`src/rtl/hazard_fwd_unit_pkg.sv`:
```
// Shared pipeline definitions: hazard FSM state codes and operand forward-select encodings.
package hazard_fwd_unit_pkg;

  localparam int unsigned ST_W = 2;
  typedef logic [ST_W-1:0] fsm_state_t;

  localparam fsm_state_t ST_RUN      = 2'b00;
  localparam fsm_state_t ST_LU_STALL = 2'b01;
  localparam fsm_state_t ST_MEM_WAIT = 2'b10;

  localparam int unsigned FWD_W = 2;
  typedef logic [FWD_W-1:0] fwd_sel_t;

  localparam fwd_sel_t FWD_RF  = 2'b00;
  localparam fwd_sel_t FWD_MWB = 2'b01;
  localparam fwd_sel_t FWD_XM  = 2'b10;

endpackage

```
`src/rtl/hazard_fwd_unit_fwd_sel.sv`:
```
// Operand forward select for one EX source: EX/MEM wins over MEM/WB, else register file.
module fwd_sel
  import hazard_fwd_unit_pkg::*;
#(
  parameter int unsigned REG_AW   = 3,
  parameter bit          ZERO_REG = 1'b0
) (
  input  logic [REG_AW-1:0] src,
  input  logic              src_v,
  input  logic [REG_AW-1:0] xm_rd,
  input  logic              xm_wr,
  input  logic [REG_AW-1:0] mwb_rd,
  input  logic              mwb_wr,
  output fwd_sel_t          sel
);

  logic src_live;
  logic xm_hit;
  logic mwb_hit;

  // A hardwired-zero source never needs a forwarded value.
  assign src_live = src_v & ~(ZERO_REG & (src == '0));
  assign xm_hit   = src_live & xm_wr  & (xm_rd  == src);
  assign mwb_hit  = src_live & mwb_wr & (mwb_rd == src);

  always_comb begin
    sel = FWD_RF;
    if (xm_hit) begin
      sel = FWD_XM;
    end else if (mwb_hit) begin
      sel = FWD_MWB;
    end
  end

endmodule

```
`src/rtl/hazard_fwd_unit.sv`:
```
// Pipeline hazard unit: operand forwarding, load-use stall/bubble, memory freeze, stall counter.
module hazard_fwd_unit
  import hazard_fwd_unit_pkg::*;
#(
  parameter int unsigned REG_AW   = 3,
  parameter bit          ZERO_REG = 1'b0,
  parameter int unsigned CNT_W    = 16
) (
  input  logic              clk,
  input  logic              rst_n,
  input  logic [REG_AW-1:0] id_rs,
  input  logic [REG_AW-1:0] id_rt,
  input  logic              id_rs_v,
  input  logic              id_rt_v,
  input  logic [REG_AW-1:0] ex_rs,
  input  logic [REG_AW-1:0] ex_rt,
  input  logic              ex_rs_v,
  input  logic              ex_rt_v,
  input  logic [REG_AW-1:0] ex_rd,
  input  logic              ex_wr,
  input  logic              ex_ld,
  input  logic [REG_AW-1:0] xm_rd,
  input  logic              xm_wr,
  input  logic [REG_AW-1:0] mwb_rd,
  input  logic              mwb_wr,
  input  logic              mem_busy,
  output logic [1:0]        fwd_a,
  output logic [1:0]        fwd_b,
  output logic              stall_fe,
  output logic              bubble_ex,
  output logic              freeze,
  output logic [CNT_W-1:0]  stall_cnt
);

  fsm_state_t state;
  fsm_state_t state_nxt;
  logic       pend;
  logic       pend_nxt;
  logic       lu_hit;
  logic       lu_stall;
  logic       stall_fe_nxt;
  logic       bubble_ex_nxt;
  logic       freeze_nxt;
  logic       ex_rd_live;

  fwd_sel #(.REG_AW(REG_AW), .ZERO_REG(ZERO_REG)) u_fwd_a (
    .src    (ex_rs),
    .src_v  (ex_rs_v),
    .xm_rd  (xm_rd),
    .xm_wr  (xm_wr),
    .mwb_rd (mwb_rd),
    .mwb_wr (mwb_wr),
    .sel    (fwd_a)
  );

  fwd_sel #(.REG_AW(REG_AW), .ZERO_REG(ZERO_REG)) u_fwd_b (
    .src    (ex_rt),
    .src_v  (ex_rt_v),
    .xm_rd  (xm_rd),
    .xm_wr  (xm_wr),
    .mwb_rd (mwb_rd),
    .mwb_wr (mwb_wr),
    .sel    (fwd_b)
  );

  // A load into the hardwired-zero register can never create a dependency.
  assign ex_rd_live = ex_ld & ex_wr & ~(ZERO_REG & (ex_rd == '0));
  assign lu_hit     = ex_rd_live & ((id_rs_v & (id_rs == ex_rd)) |
                                    (id_rt_v & (id_rt == ex_rd)));

  always_ff @(posedge clk or negedge rst_n) begin
    if (!rst_n) begin
      state <= ST_RUN;
      pend  <= 1'b0;
    end else begin
      state <= state_nxt;
      pend  <= pend_nxt;
    end
  end

  // Next state plus Mealy stall decode; freeze masks the bubble but keeps the front end held.
  always_comb begin
    state_nxt     = state;
    pend_nxt      = pend;
    lu_stall      = 1'b0;
    case (state)
      ST_RUN: begin
        lu_stall = lu_hit;
        if (mem_busy) begin
          state_nxt = ST_MEM_WAIT;
          pend_nxt  = lu_hit;
        end else if (lu_hit) begin
          state_nxt = ST_LU_STALL;
        end
      end
      ST_LU_STALL: begin
        lu_stall = 1'b1;
        if (mem_busy) begin
          state_nxt = ST_MEM_WAIT;
          pend_nxt  = 1'b1;
        end else begin
          state_nxt = ST_RUN;
        end
      end
      ST_MEM_WAIT: begin
        if (!mem_busy) begin
          state_nxt = pend ? ST_LU_STALL : ST_RUN;
          pend_nxt  = 1'b0;
        end
      end
      default: begin
        state_nxt = ST_RUN;
        pend_nxt  = 1'b0;
      end
    endcase
    freeze_nxt    = mem_busy;
    stall_fe_nxt  = mem_busy | lu_stall;
    bubble_ex_nxt = lu_stall & ~mem_busy;
  end

  assign freeze    = rst_n & freeze_nxt;
  assign stall_fe  = rst_n & stall_fe_nxt;
  assign bubble_ex = rst_n & bubble_ex_nxt;

  // Saturating stall-cycle counter.
  always_ff @(posedge clk or negedge rst_n) begin
    if (!rst_n) begin
      stall_cnt <= '0;
    end else if ((stall_fe_nxt | freeze_nxt) && (stall_cnt != '1)) begin
      stall_cnt <= stall_cnt + CNT_W'(1);
    end
  end

endmodule

```
`config.mk`:
```
export PLATFORM = sky130hd
export DESIGN_NAME = hazard_fwd_unit
export DESIGN_NICKNAME = d
export VERILOG_FILES = /design/src/rtl/hazard_fwd_unit_pkg.sv /design/src/rtl/hazard_fwd_unit_fwd_sel.sv /design/src/rtl/hazard_fwd_unit.sv
export SDC_FILE = /design/constraint.sdc
export NUM_CORES = 1
export LEC_CHECK = 0
export ABC_CLOCK_PERIOD_IN_PS = 5400
export BUFFER_PORTS_ARGS = -buffer_cell sky130_fd_sc_hd__buf_2
export CORE_MARGIN = 8
export CORE_UTILIZATION = 50
export CTS_CLUSTER_DIAMETER = 40
export CTS_CLUSTER_SIZE = 30
export DETAILED_ROUTE_END_ITERATION = 10
export PLACE_DENSITY = 0.95
export SYNTH_ARGS = -nofsm -noshare
export SYNTH_HDL_FRONTEND = slang
export SYNTH_SLANG_ARGS = --single-unit
```
`constraint.sdc`:
```
create_clock -name clk -period 5.4 [get_ports clk]
set_input_delay 0.81 -clock clk [delete_from_list [all_inputs] [get_ports clk]]
set_output_delay 0.81 -clock clk [all_outputs]
set_load 0.01 [all_outputs]
```
==> impl_metrics.yaml, run 1 <==
critical_path:
  max_stage_delay_ns: 0.23
  path_cells: "buf_2 > xnor2_1 > nand4_1 > a21o_1 > a21oi_1 > and3b_1 > buf_2"
  arrival_ns: 2.01
  reg2reg_depth: 6
  rr_startpoint: "stall_cnt[0]"
  crit_top_cell: "buf_2"
  crit_cells: 7
  worst-r2r-setup-slack_ns: 3.32
  critical-path-top-delay-family: "compound AO/OA/AOI/OAI gates"
  critPathBufInv: 2
  startpoint: "id_rs[1]"
  critPathCapture: "bubble_ex"
  crit_type: "input pin to output pin"
  critPathMaxFanout: 3
  required_ns: 4.59
  r2r-end: "stall_cnt[1]"
  cp-end-kind: "output pin"
  start_kind: "input pin"
  slowest_stage: "a21oi_1"
sta:
  hold_viol_final: 0
  fin_crit_sh: 0.5214
  finalMaxSlewViolations: 0
  rsz0062_at_grt: "false"
  finalClockSkew_ns: 0.01045
  setup-violations-final: 0
  tightest_slew_ns: 0.4527
  period_needed_ns: 2.815
  slew_headroom: 0.6982
  fmax_ghz: 0.3552
  tns_ns: 0
clock_network:
  clkTransAtPathRegs_ns: 0.12
  cts_sinks: 19
  clockBufferDepth: 2
  cts_tree: "built"
  cts_hold_buf: 0
  clk_latency_ns: 0.30
  htree_levels: 1
  cts-root-buf: "clkbuf_4"
  cts_setup_buffers: 0
  post_cts_resized: 0
  cts_inserted_buffers: 3
layout:
  n_antenna_cell: 0
  drive_gt1_frac: 0.3966
  fin_util: 0.6681
  area_growth_pct: 25.16
  final_area_mm2: 0.001506
  nNetsFinal: 208
detailed_routing:
  post_drt_wl_per_cell_um: 15.16
  wirelength_mm: 3.062
  ant_nets: 0
  drc: 0
  vias: 1079
  avgViaCountPerCell: 5.342
  firstDrtPassIters: 4
  drtIter0Drc: 21
synth:
  synth_compound_area_frac: 0.06653
  syn-num-nets: 153
  synth_xor_area_frac: 0.2328
  synth_area_leaders: "dfrtp_1 (40%), xor2_1 (13%), xnor2_1 (10%)"
  synth_top_family_by_area: "simple AND/OR/NAND/NOR gates"
  synth_top_area_cell: "dfrtp_1"
  synth_area_per_cell_um2: 10.03
  synth-simple-area-share: 0.2328
  muxShareOfSynthArea: 0.02183
  yosysUniqueCellTypes: 33
  yosysSeqAreaShare: 0.3950
  yosys.area_share.adder: 0.01040
  syn_area_mm2: 0.001204
  synth.yosys.warnings: 0
  ys_ff_latch: 19
  synth_top_area_share: 0.3950
  synthCells: 120
floorplan:
  die_h_um: 65.07
  initial_core_util: 0.5339
  die_w_um: 65.07
  std_cell_rows: 17
  io_pins: 55
  core-area_mm2: 0.002255
  dieArea_mm2: 0.004233
pwr:
  p_per_area_mw_per_mm2: 339.7
  ir_worst_vdd_mv: 0.2801
  p_total_w: 0.0005117
  leakagePower_nw: 0.7183
outcome:
  status: "completed"
min_path:
  worstHoldPathType: "input pin to asynchronous set/reset pin"
grt:
  grt_antenna_before_repair: 0
  first_global_vias: 1148
  grt_use_total: 0.1487
  grt_max_degree: 23
  grt_overflow: 0
  grt_pass1_wl_mm: 5.188
place:
  dp_hpwl_mm: 2.517
  portBuffers: 54
  gp_congestion: 0.8952
  dpl_cell_area_mm2: 0.001479
job:
  max_cap_violations: 0
[cell usage in the layout, fill, tap and decap left out, types with 3 or more instances in the layout]
cell type,instances
buf_2,54
clkbuf_4,3
dfrtp_1,19
inv_1,5
nand2_1,9
nand3_1,10
nand4_1,3
nor2_1,5
nor3_1,4
nor4_1,3
xnor2_1,14
xor2_1,18
[through the flow]
step                      std cells  hold WS (ns)  setup slack [ns]
after CTS                       202        0.4501             2.578
after global placement          198        0.4706             2.692
after global routing            202        0.4678             2.495
final                           202        0.4368             2.585
after detailed placement        198        0.4837             2.587
after floorplan                 120        0.4508             2.911
[registers in the layout, indices dropped and copies added (netlist names)]
name	cells
stall_cnt	16
pend	1
state	2
[logic make-up after synthesis]
family,after synthesis
simple gates,46
xor+xnor,32
flops,19
compound gates,11
buf+inv,9
mux,2
fa+ha+maj,1
[where the power goes]
group / internal, W / switching [W] / leakage, nW
sequential: 0.000186 / 0.0000556 / 0.228
combinational: 0.0000916 / 0.000106 / 0.473
clock: 0.0000276 / 0.0000448 / 0.0177
total: 0.000305 / 0.000206 / 0.718
[how the worst min path moves through the flow]
| stage | startpoint | endpoint | slack, ns | cells after the start |
|---|---|---|---|---|
| 2_1_floorplan | state[0] | state[0] | 0.45 | 1 |
| 3_3_place_gp | state[0] | state[0] | 0.47 | 1 |
| 3_5_place_dp | state[0] | state[0] | 0.48 | 1 |
| 4_1_cts | rst_n | stall_cnt[8] | 0.45 | 1 |
| 5_1_grt | rst_n | stall_cnt[8] | 0.47 | 1 |
| 6_report | rst_n | stall_cnt[10] | 0.44 | 1 |
[Yosys cell counts]
library cell / instances
a211o_1: 1
a211oi_1: 1
a21boi_0: 2
a21o_1: 1
a21o_2: 1
a21oi_1: 2
a22o_1: 1
and2_1: 1
and3b_1: 1
and4_1: 1
buf_4: 2
buf_6: 1
clkbuf_1: 1
dfrtp_1: 19
ha_1: 1
inv_1: 5
mux2_2: 1
mux2_4: 1
nand2_1: 9
nand3_1: 10
nand4_1: 3
nor2_1: 5
nor3_1: 4
nor3_2: 2
nor3_4: 2
nor4_1: 3
nor4_2: 2
o2111ai_1: 1
o21ai_0: 1
or2_2: 2
or3_1: 1
xnor2_1: 14
xor2_1: 18
[routing by layer]
metal | GRT usage | part of all wire | up-vias
met5 | 0 | 0 | -
met3 | 0.05498 | 0.099 | 4
met2 | 0.2571 | 0.50 | 44
met1 | 0.1707 | 0.39 | 509
li1 | - | - | 522
met4 | 0.03270 | 0.0088 | 0
[worst register-to-register path, stage by stage, from the launching register on]
cell and delay (ns):
dfrtp_1 0.42, ha_1 0.18, nand2_1 0.11, or2_2 0.38
nor3_1 0.16, a21o_2 0.38, mux2_4 0.34
[layout make-up]
class                   count  area (µm²)
clock buffers               3       22.52
clock inverters             1       5.005
fillers                   194       748.2
inverters                   5       18.77
multi-input cells          92       679.4
flip-flops and latches     19       475.5
well taps                  28       35.03
repair buffers             54       270.3
Power figures use the tool's default switching activity.
==> run 2: changes to the inputs <==
--- a/config.mk
+++ b/config.mk
@@ -5,14 +5,15 @@
 export SDC_FILE = /design/constraint.sdc
 export NUM_CORES = 1
 export LEC_CHECK = 0
-export ABC_CLOCK_PERIOD_IN_PS = 5400
+export ABC_AREA = 1
+export ABC_CLOCK_PERIOD_IN_PS = 2800
 export BUFFER_PORTS_ARGS = -buffer_cell sky130_fd_sc_hd__buf_2
 export CORE_MARGIN = 8
-export CORE_UTILIZATION = 50
+export CORE_UTILIZATION = 49
 export CTS_CLUSTER_DIAMETER = 40
 export CTS_CLUSTER_SIZE = 30
 export DETAILED_ROUTE_END_ITERATION = 10
-export PLACE_DENSITY = 0.95
+export PLACE_DENSITY = 0.89
 export SYNTH_ARGS = -nofsm -noshare
 export SYNTH_HDL_FRONTEND = slang
 export SYNTH_SLANG_ARGS = --single-unit
==> constraint.sdc (replaced) <==
create_clock -name clk -period 2.8 [get_ports clk]
set_input_delay 0.42 -clock clk [delete_from_list [all_inputs] [get_ports clk]]
set_output_delay 0.42 -clock clk [all_outputs]
set_load 0.01 [all_outputs]
==> impl_metrics.yaml, run 2 <==
layout:
  n_antenna_cell: 0
  regArea_um2: 475.5
  n_fill_cell: 290
  drive_gt1_frac: 0.2428
  nNetsFinal: 310
  final_area_mm2: 0.001804
  final_common_cell: "nand2_1"
  layout_common_cells: "nand2_1 (82), buf_2 (54), inv_1 (27)"
  multiInputGateArea_um2: 864.6
  area_growth_pct: 21.48
  regMostFlops: "stall_cnt"
  reg_top3: "stall_cnt (16), state (2), pend (1)"
  largest_register_ffs: 16
synth:
  yosysUniqueCellTypes: 28
  synth.most_common_cell: "nand2_1"
  synth_area_leaders: "dfrtp_1 (32%), nand2_1 (21%), nand3_1 (7.8%)"
  yosysSeqAreaShare: 0.3201
  synth_ff_type: "dfrtp_1"
  synth_top_area_cell: "dfrtp_1"
  synth.yosys.warnings: 0
  synthCells: 221
  syn_area_mm2: 0.001485
  synth_top_area_share: 0.3201
  synth_commonest_cells: "nand2_1 (82), inv_1 (27), nand3_1 (23)"
  ys_ff_latch: 19
  syn-num-nets: 254
  synthArstFlopShare: 1.000
  synth_area_per_cell_um2: 6.720
  synth-edff-count: 0
floorplan:
  dieArea_mm2: 0.005049
  io_pins: 55
  std_cell_rows: 20
  die_h_um: 71.06
  die_w_um: 71.06
  initial_core_util: 0.4987
  core-area_mm2: 0.002978
grt:
  grt_pass1_wl_mm: 6.161
  first_global_vias: 1463
  grt_overflow: 0
  grt_max_degree: 19
  grt_antenna_before_repair: 0
  grt_use_total: 0.1460
critical_path:
  cp-end-kind: "output pin"
  crit_top_cell: "nand2_1"
  crit_cells: 12
  max_stage_delay_ns: 0.31
  arrival_ns: 1.59
  start_kind: "input pin"
  slowest_stage: "nand3_2"
  crit_type: "input pin to output pin"
  critical-path-top-delay-family: "simple AND/OR/NAND/NOR gates"
  critPathBufInv: 4
  required_ns: 2.38
  path_cells: "buf_2 > inv_1 > nand2_1 > nand2_1 > nor2_1 > nand2_1 > nand2_1 > nand3_1 > nand3_2 > nand2_1 > inv_1 > buf_2"
  critPathMaxFanout: 18
  reg2reg_depth: 9
clock_network:
  cts_sinks: 19
  clkTransAtPathRegs_ns: 0.10
  cts-root-buf: "clkbuf_4"
  htree_levels: 1
  clk_latency_ns: 0.31
  cts_tree: "built"
  post_cts_resized: 0
  cts_inserted_buffers: 3
  clockBufferDepth: 2
detailed_routing:
  vias: 1544
  avgViaCountPerCell: 4.997
  post_drt_wl_per_cell_um: 11.96
  wirelength_mm: 3.696
  ant_nets: 0
  drtIter0Drc: 80
  firstDrtPassIters: 4
  drc: 0
place:
  gp_congestion: 0.8247
  portBuffers: 54
  dpl_cell_area_mm2: 0.001768
  dp_hpwl_mm: 2.967
min_path:
  worstHoldPathCells: 2
  worstHoldPathType: "input pin to flop"
sta:
  rsz0062_at_grt: "false"
  finalClockSkew_ns: 0.01145
  period_needed_ns: 2.012
  setup-violations-final: 0
  tns_ns: 0
  slew_headroom: 0.7425
  fmax_ghz: 0.4969
  hold_viol_final: 0
  finalMaxSlewViolations: 0
  tightest_slew_ns: 0.3859
  fin_crit_sh: 0.7187
outcome:
  status: "completed"
pwr:
  p_per_area_mw_per_mm2: 398.5
  leakagePower_nw: 1.088
  ir_worst_vdd_mv: 0.1808
job:
  max_cap_violations: 0
-- run 2: cell types whose count changed in the layout (fill, tap and decap cells not counted), moves of 3 or more --
cell | before | now
nand2_1 | 9 | 82
inv_1 | 5 | 27
nand3_1 | 10 | 23
nor2_1 | 5 | 18
xnor2_1 | 14 | 7
xor2_1 | 18 | 11
o21ai_0 | 1 | 4
-- run 2: power by group --
part,internal (W),switching (W),leakage [nW]
clock network,0.0000556,0.0000902,0.0150
registers,0.000306,0.0000447,0.256
logic,0.0000962,0.000126,0.818
total,0.000458,0.000261,1.09
-- run 2: logic make-up (layout without fill, tap and decap cells) --
family,after synthesis,in the layout,share of synthesized area
AND/OR/NAND/NOR,139,139,0.4255
buffers and inverters,34,89,0.09773
flip-flops,19,19,0.3201
XOR/XNOR,18,18,0.1061
AO/OA/AOI/OAI,10,10,0.04213
adder cells (fa/ha/maj),1,1,0.008423
-- run 2: timing repair --
| action | CTS | global route |
|---|---|---|
| hold endpoints to repair | 1 | 0 |
| hold buffers | 1 | 0 |
| setup buffers | 0 | 0 |
-- run 2: routing by layer --
layer	track usage	routed length, µm	part of all wire	vias to the layer above
li1	-	-	-	799
met1	0.1697	1596	0.43	705
met2	0.2595	1887	0.51	36
met3	0.02825	166	0.045	4
met4	0.04850	45	0.012	0
met5	0	0	0	-
-- run 2: worst paths after layout --
| path | endpoint | slack, ns | start |
|---|---|---|---|
| max | stall_fe | 0.79 | ex_rd[1] |
| min in group asynchronous | pend | 0.45 | rst_n |
| min reg2reg | pend | 0.49 | pend |
| max reg2reg | stall_cnt[2] | 0.83 | stall_cnt[0] |
| min | state[0] | 0.33 | mem_busy |
| max in group asynchronous | stall_cnt[8] | 1.91 | rst_n |
-- run 2: per-stage QoR --
| step | setup slack (ns) | hold WS (ns) | power, W | instances | utilization |
|---|---|---|---|---|---|
| floorplan | 1.077 | 0.1244 | 0.0004862 | 221 | - |
| global placement | 0.8474 | 0.2432 | 0.0005682 | 304 | 0.5937 |
| global route | 0.6277 | 0.3426 | 0.0007640 | 309 | 0.6059 |
| finish | 0.7875 | 0.3348 | 0.0007190 | 309 | 0.6059 |
| CTS | 0.7929 | 0.3342 | 0.0007207 | 309 | 0.6059 |
| detailed placement | 0.7968 | 0.2417 | 0.0005805 | 304 | 0.5937 |
-- run 2: area by class of cell --
type	instances	share of cell area
inverter	29	0.06033
timing repair buffer	56	0.1595
clock buffer	4	0.01456
sequential	19	0.2635
multi-input combinational	168	0.4792
tap	33	0.02288
